## config.mk

```make
export PLATFORM = sky130hd
export DESIGN_NAME = ntt_out_serializer
export DESIGN_NICKNAME = d
export VERILOG_FILES = /design/src/rtl/ntt_out_serializer.sv
export SDC_FILE = /design/constraint.sdc
export NUM_CORES = 1
export LEC_CHECK = 0
export BUFFER_PORTS_ARGS = -buffer_cell sky130_fd_sc_hd__clkbuf_2
export CORE_ASPECT_RATIO = 0.6
export CORE_MARGIN = 4
export CORE_UTILIZATION = 55
export CTS_CLUSTER_DIAMETER = 50
export CTS_CLUSTER_SIZE = 10
export DETAILED_ROUTE_END_ITERATION = 16
export PLACE_DENSITY_LB_ADDON = 0.3
export SYNTH_ARGS = -nofsm -noshare
export SYNTH_HDL_FRONTEND = slang
export SYNTH_SLANG_ARGS = --single-unit
export TNS_END_PERCENT = 30
```

## constraint.sdc

```tcl
create_clock -name clk -period 7.9 [get_ports clk]
set_input_delay 0.395 -clock clk [delete_from_list [all_inputs] [get_ports clk]]
set_output_delay 0.395 -clock clk [all_outputs]
set_load 0.01 [all_outputs]
```

## src/rtl/ntt_out_serializer.sv

```systemverilog
// ---------------------------------------------------------------------------
// ntt_out_serializer
//
// Purpose:
//   This block sits after the N-point NTT. It captures each parallel result
//   vector in one of two banks (ping-pong). It then streams the captured
//   coefficients one per cycle over a valid/ready interface. The order is
//   natural or bit-reversed. The NTT cannot be stalled, so a vector that
//   arrives while both banks are full is dropped. A sticky overflow flag
//   records the drop.
//
// Ports:
//   clk            clock, rising edge
//   r              asynchronous active-low reset
//   coeffs_in      N x WIDTH parallel vector, element i = coefficient i
//   valid_in       coeffs_in valid this cycle
//   in_ready       a bank is free; a vector presented now is captured
//   coeff_out      current serial coefficient
//   out_valid      coeff_out valid
//   out_ready      sink accepts coeff_out this cycle
//   out_last       coeff_out is the final element of its vector
//   out_index      original vector index of coeff_out
//   overflow       sticky: a valid_in vector was dropped
//   clear_overflow synchronous clear of overflow (a same-cycle drop wins)
// ---------------------------------------------------------------------------
module ntt_out_serializer #(
    parameter int WIDTH  = 12,
    parameter int N      = 8,
    parameter int BITREV = 0,
    localparam int IW    = (N > 1) ? $clog2(N) : 1
) (
    input  logic                      clk,
    input  logic                      r,
    input  logic [N-1:0][WIDTH-1:0]   coeffs_in,
    input  logic                      valid_in,
    output logic                      in_ready,
    output logic [WIDTH-1:0]          coeff_out,
    output logic                      out_valid,
    input  logic                      out_ready,
    output logic                      out_last,
    output logic [IW-1:0]             out_index,
    output logic                      overflow,
    input  logic                      clear_overflow
);

    // Two banks of N coefficients each. The contents are don't-care after
    // reset, so these registers have no reset.
    logic [WIDTH-1:0] bank_mem [2][N];

    logic [1:0]    count_reg;
    logic [1:0]    count_next;
    logic          wp_reg;
    logic          rp_reg;
    logic [IW-1:0] idx_reg;
    logic          overflow_reg;

    logic          capture;
    logic          drop;
    logic          xfer;
    logic          idx_last;
    logic          last_xfer;
    logic [IW-1:0] order_idx;

    // in_ready comes from the registered count only. A bank that frees up
    // in this cycle is not offered until the next cycle.
    assign in_ready  = (count_reg < 2'd2);
    assign out_valid = (count_reg != 2'd0);

    assign capture   = valid_in & in_ready;
    assign drop      = valid_in & ~in_ready;
    assign xfer      = out_valid & out_ready;
    assign idx_last  = (idx_reg == IW'(N - 1));
    assign last_xfer = xfer & idx_last;

    // Emission order. In bit-reversed mode, bit gi of the element index is
    // bit IW-1-gi of the beat counter.
    generate
        if (BITREV != 0) begin : g_bitrev
            for (genvar gi = 0; gi < IW; gi++) begin : g_bit
                assign order_idx[gi] = idx_reg[IW-1-gi];
            end
        end else begin : g_natural
            assign order_idx = idx_reg;
        end
    endgenerate

    assign coeff_out = bank_mem[rp_reg][order_idx];
    assign out_index = order_idx;
    assign out_last  = out_valid & idx_last;
    assign overflow  = overflow_reg;

    // A capture and a final-beat transfer in the same cycle leave the
    // occupancy unchanged.
    always_comb begin
        count_next = count_reg;
        if (capture && !last_xfer) begin
            count_next = count_reg + 2'd1;
        end else if (!capture && last_xfer) begin
            count_next = count_reg - 2'd1;
        end
    end

    always_ff @(posedge clk or negedge r) begin
        if (!r) begin
            count_reg    <= 2'd0;
            wp_reg       <= 1'b0;
            rp_reg       <= 1'b0;
            idx_reg      <= '0;
            overflow_reg <= 1'b0;
        end else begin
            count_reg <= count_next;
            if (capture) begin
                wp_reg <= ~wp_reg;
            end
            if (xfer) begin
                // N is a power of two, so the counter wraps to 0 after N-1.
                idx_reg <= idx_reg + IW'(1);
                if (idx_last) begin
                    rp_reg <= ~rp_reg;
                end
            end
            if (drop) begin
                overflow_reg <= 1'b1;
            end else if (clear_overflow) begin
                overflow_reg <= 1'b0;
            end
        end
    end

    // A capture never targets the bank being read. It needs count < 2, so
    // wp points at the free bank.
    always_ff @(posedge clk) begin
        if (capture) begin
            for (int i = 0; i < N; i++) begin
                bank_mem[wp_reg][i] <= coeffs_in[i];
            end
        end
    end

endmodule

```

== Word-level counts from Yosys, hierarchy flattened ==
Memories as Yosys holds them, arrays and structs flattened.
Cells that the tools add are included.

* $add $sub $neg: 3
* Multipliers: 0
* Div/mod/pow operators: 0
* Magnitude comparators: 2
* Eq/ne operators: 1
* Shift operators: 0
* Mux-type cells: 9
* Bitwise operators: 9
* Reduce and logical (&&, ||, !) cells: 8

{| class="wikitable"
|+ Operator list
! operator !! count
|-
| 12-bit binary-select mux with 3-bit select || 1
|-
| 12-bit 2-to-1 mux || 2
|-
| 2-bit nonzero test || 3
|-
| 1-bit bitwise AND || 5
|-
| 4-bit greater-or-equal comparator, second input constant || 1
|-
| 1-bit 2-to-1 mux || 4
|-
| 2-bit 2-to-1 mux || 2
|-
| 3-bit inverter with 4-bit output || 1
|-
| 3-bit by 1-bit adder with 3-bit output, second input constant || 1
|-
| 3-bit equality test, second input constant || 1
|-
| 1-bit inverter || 3
|-
| 2-bit by 1-bit adder with 2-bit output, second input constant || 1
|-
| 1-bit logical AND || 2
|-
| 1-bit logical NOT || 2
|-
| 2-bit < comparator, second input constant || 1
|-
| 2-bit AND reduction || 1
|-
| 2-bit by 1-bit subtractor with 2-bit output, second input constant || 1
|}

* Bits in registers: 8
* Latch bits: 0
* Memory bits (writable): 192
* Bits in read-only memories: 0
* Bits of input ports: 101
* Output and inout bits: 19
* Word-level logic and storage cells: 38
* Memories kept: 1

{| class="wikitable"
|+ Memory list
! name !! words !! bits a word !! read ports !! clocked after memory_dff !! wr ports !! line !! text
|-
| bank_mem || 2 || 96 || 1 || 0 || 1 || 48 || <nowiki>logic [WIDTH-1:0] bank_mem [2][N];</nowiki>
|}

== Logic depth before layout (Yosys ltp) ==
* Depth in word-level cells: 6
* Depth in mapped cells: 8
* Depth with buffers taken out: 8

== Least setup slack after synthesis ==
No wires, ideal clock.

* Path kind: input to register
* Start point: input valid_in
* End point: memory bank_mem[0][0] (netlist bit) (enable)
* Setup time: 563 ps
* Data arrival time: 4907 ps
* Data required time: 7337 ps
* Setup slack: 2430 ps
* Cell stages on the path: 2
* Buffers on the path: 0
* Cells stage by stage: nor2b_1 -> nor2b_1

* Longest elaborated chain between the ends: 3

{| class="wikitable"
|+ RTL lines
! element !! line !! text
|-
| start: declaration || 35 || <nowiki>input logic valid_in,</nowiki>
|-
| 1-bit bitwise AND || 69 || <nowiki>assign capture = valid_in & in_ready;</nowiki>
|-
| 1-bit 2-to-1 mux || 133 || <nowiki>if (capture) begin</nowiki>
|-
| 1-bit 2-to-1 mux (not written as such) || 135 || <nowiki>bank_mem[wp_reg][i] <= coeffs_in[i];</nowiki>
|-
| end: declaration || 48 ||
|}

Every way passes these cells.

== Final worst setup path ==
* Start point: register rp_reg
* End point: output coeff_out[1]

* Longest elaborated chain between the ends: 4

{| class="wikitable"
|+ RTL lines
! element !! line !! text
|-
| start: declaration || 53 || <nowiki>logic rp_reg;</nowiki>
|-
| start signal: assignment || 119 || <nowiki>rp_reg <= ~rp_reg;</nowiki>
|-
| memory read 2 x 96 bit || - ||
|-
| 12-bit binary-select mux with 3-bit select || 87 || <nowiki>assign coeff_out = bank_mem[rp_reg][order_idx];</nowiki>
|-
| 12-bit 2-to-1 mux (not written as such) (2 in series) || 87 ||
|-
| end: declaration || 37 || <nowiki>output logic [WIDTH-1:0] coeff_out,</nowiki>
|}

Every way passes these cells. The select of a mux whose other input is x is not followed.

==> results.py <==
metrics = {
    "cts": {
        "cts_setup_buffers": 0,
        "tritoncts": "built",
        "clk_latency_ns": 0.43,
        "cts.clk_slew.worst_paths_ns": 0.07,
        "cts-root-buf": "clkbuf_16",
        "cts.sinks": 200,
        "cts-resized-gates": 0,
        "htreeDepth": 4,
        "cts_buffers": 17,
        "cts.path.max_buffers": 2,
    },
    "power_and_ir_drop": {
        "internal_power_mw": 2.24,
        "p_switching_uw": 981,
        "p_leak_nw": 3.16,
        "vdd_drop_max_uv": 161,
        "pwr-share-comb_pct": 27.5,
        "power.clock.fraction_pct": 24.8,
        "p_sw_share_pct": 30.5,
        "p_total_mw": 3.22,
        "cellPowerDensity_nw_per_um2": 359,
        "pwr-share-seq_pct": 47.7,
    },
    "worst_setup_path": {
        "required_ns": 7.51,
        "slowest_delay_ns": 1.07,
        "cp_cell_sequence": "mux4_2 -> a22oi_1 -> nand2_1 -> clkbuf_2",
        "start_kind": "flip-flop",
        "worst-path-max-fanout": 49,
        "cp_slowest_cell": "dfrtp_4",
        "cp_num_buf_inv": 1,
        "cp.arrival_ns": 2.69,
        "crit_path_end_kind": "primary output",
        "r2r_slack_ns": 5.10,
        "setup.worst_path.class": "reg -> out",
        "crit_family": "flip-flops",
    },
    "finish": {
        "num-fill-cells": 909,
        "fin_util_pct": 65.8,
        "drive_gt1_share_pct": 45.6,
        "multiInputGateArea_um2": 1570,
        "largest_register_ffs": 192,
        "fin_nets": 559,
        "area_growth_pct": 17.1,
        "ff_latch_area_um2": 5970,
    },
    "route": {
        "vias": 3687,
        "dr.pass1.iters": 4,
        "wl_per_cell_um": 21.8,
        "routed_via_density": 5.73,
        "remaining_drc_errors": 0,
        "first_iter_violations": 340,
        "antenna_left": 0,
        "wirelength_um": 14000,
    },
    "global_routing": {
        "grt_pass1_wl_um": 22000,
        "grt_overflow": 0,
        "grt_max_degree": 69,
        "antenna_found_initial": 2,
        "grt_pass1_vias": 3889,
        "grtUsageTotal_pct": 18.7,
    },
    "synthesis": {
        "synth_compound_area_share_pct": 3.11,
        "synthXorXnorAreaFrac_pct": 0.687,
        "yosys_warnings": 0,
        "synth_top_area_share_pct": 75.4,
        "ys_seq_area_share_pct": 78.0,
        "synth_common_cells": "edfxtp_1, mux4_2, a22oi_1, nand2_1, a22oi_2",
        "synth_top_family_by_area": "multiplexers",
        "synthMuxAreaShare_pct": 14.7,
        "syn_inst": 326,
        "synth_fa_ha_area_share_pct": 0.491,
        "yosys-top-cells-area": "edfxtp_1, mux4_2, dfrtp_1",
        "synth_ff_type": "edfxtp_1",
        "yosysMostFrequentCell": "edfxtp_1",
        "syn_area_per_cell_um2": 23.5,
        "synthDistinctLibCells": 24,
        "yosysTopAreaCell": "edfxtp_1",
        "synth-simple-area-share_pct": 1.41,
        "synth_nets": 430,
        "async_reset_ff_share_pct": 4.00,
        "synth_area_um2": 7650,
        "synth_edf_count": 192,
        "synth_seq_cells": 200,
    },
    "sta": {
        "setup_tns_ns": 0,
        "final-hold-violation-count": 0,
        "fmax_mhz": 324,
        "finalCritPeriodShare_pct": 39.1,
        "setup_viol": 0,
        "relSlewSlack_pct": 35.3,
        "tightestPinTransition_ns": 0.971,
        "clock_skew_ns": 0.00774,
        "layout_min_cycle_time_ns": 3.09,
        "grt_setup_unrepaired": "false",
        "slew_viol_final": 0,
    },
    "floorplanning": {
        "dieHeight_um": 99.4,
        "core_area_um2": 13600,
        "dieArea_um2": 15900,
        "initial_utilization_pct": 56.1,
        "die_x_um": 160,
        "rows": 33,
        "io_pins": 120,
    },
    "run_status": {
        "outcome": "complete, no violations",
    },
    "min_path": {
        "min_path_type": "in -> reg",
    },
    "place": {
        "port_buffers": 119,
        "dp_hpwl_um": 9110,
        "gp_congestion": 0.769,
    },
    "job": {
        "cap_violations": 0,
    },
}
==> worst paths after layout <==
path | end | cells past startpoint | from
min reg2reg | overflow | 2 | overflow
min | bank_mem[0][79] | 1 | coeffs_in[19]
max reg2reg | bank_mem[0][93] | 3 | count_reg[1]
min in group asynchronous | count_reg[0] | 2 | r
max | coeff_out[1] | 4 | rp_reg
max in group asynchronous | rp_reg | 2 | r
==> layer usage <==
| metal | GRT usage, % | vias to the layer above | share of wire [%] |
|---|---|---|---|
| li1 | - | 1641 | - |
| met1 | 26.8 | 1890 | 43 |
| met2 | 28.8 | 140 | 48 |
| met3 | 5.88 | 16 | 8.6 |
| met4 | 4.56 | 0 | 0.88 |
| met5 | 0 | - | 0 |
==> timing repair <==
action | 4_1_cts | 5_1_grt
hold buffers | 1 | 0
setup endpoints to repair | 0 | 0
hold endpoints to repair | 8 | 0
==> worst reg2reg max path: cells and delay by family, from the launching register on <==
family                 cells  cell delay [ns]
flip-flops                 1             0.41
AND/OR/NAND/NOR            2             1.13
buffers and inverters      1             0.80
==> stage by stage <==
step / hold slack (ns) / cells / setup slack [ns] / instance area, um^2
floorplan: 0.0994 / 326 / 2.43 / 7650
global placement: 0.251 / 610 / 5.05 / 8400
detailed placement: 0.254 / 610 / 4.97 / 8400
CTS: 0.145 / 642 / 4.71 / 8950
global route: 0.141 / 642 / 4.59 / 8950
finish: 0.155 / 644 / 4.81 / 8960
==> cells in the final DEF (no fill, tap or decap), types with 2 or more instances in the layout <==
cell type and count:
nand2_1 15, nor2_1 2, clkinvlp_4 3, xor2_1 2
clkinv_4 2, ha_1 3, clkbuf_16 17, dfrtp_1 6
a22oi_2 9, mux4_1 6, edfxtp_1 192, buf_4 5
diode_2 2, inv_1 2, a22oi_1 15, inv_8 2
nor2b_1 2, mux2_2 2, mux4_2 42, clkbuf_2 119
inv_6 5, xnor2_1 4
==> logic make-up after synthesis <==
group / count (synthesis)
fa+ha+maj: 3
xor+xnor: 6
buf+inv: 17
simple gates: 24
mux: 50
compound gates: 26
flops: 200
==> power groups by stage <==
stage	combinational (mW)	sequential, mW	clock [mW]
finish	0.885	1.54	0.799
global route	0.961	1.57	0.858
CTS	0.906	1.55	0.812
detailed placement	0.902	1.57	0
global placement	0.891	1.55	0
floorplan	0.722	1.48	0
==> cell type report <==
cell class | instances | share of cell area (%)
clock buffers | 17 | 4.75
well taps | 175 | 2.44
inverters | 2 | 0.0838
flip-flops and latches | 200 | 66.6
diodes | 2 | 0.0559
multi-input cells | 109 | 17.6
repair buffers | 125 | 7.18
clock inverters | 14 | 1.28
(Power assumes the default switching activity.)
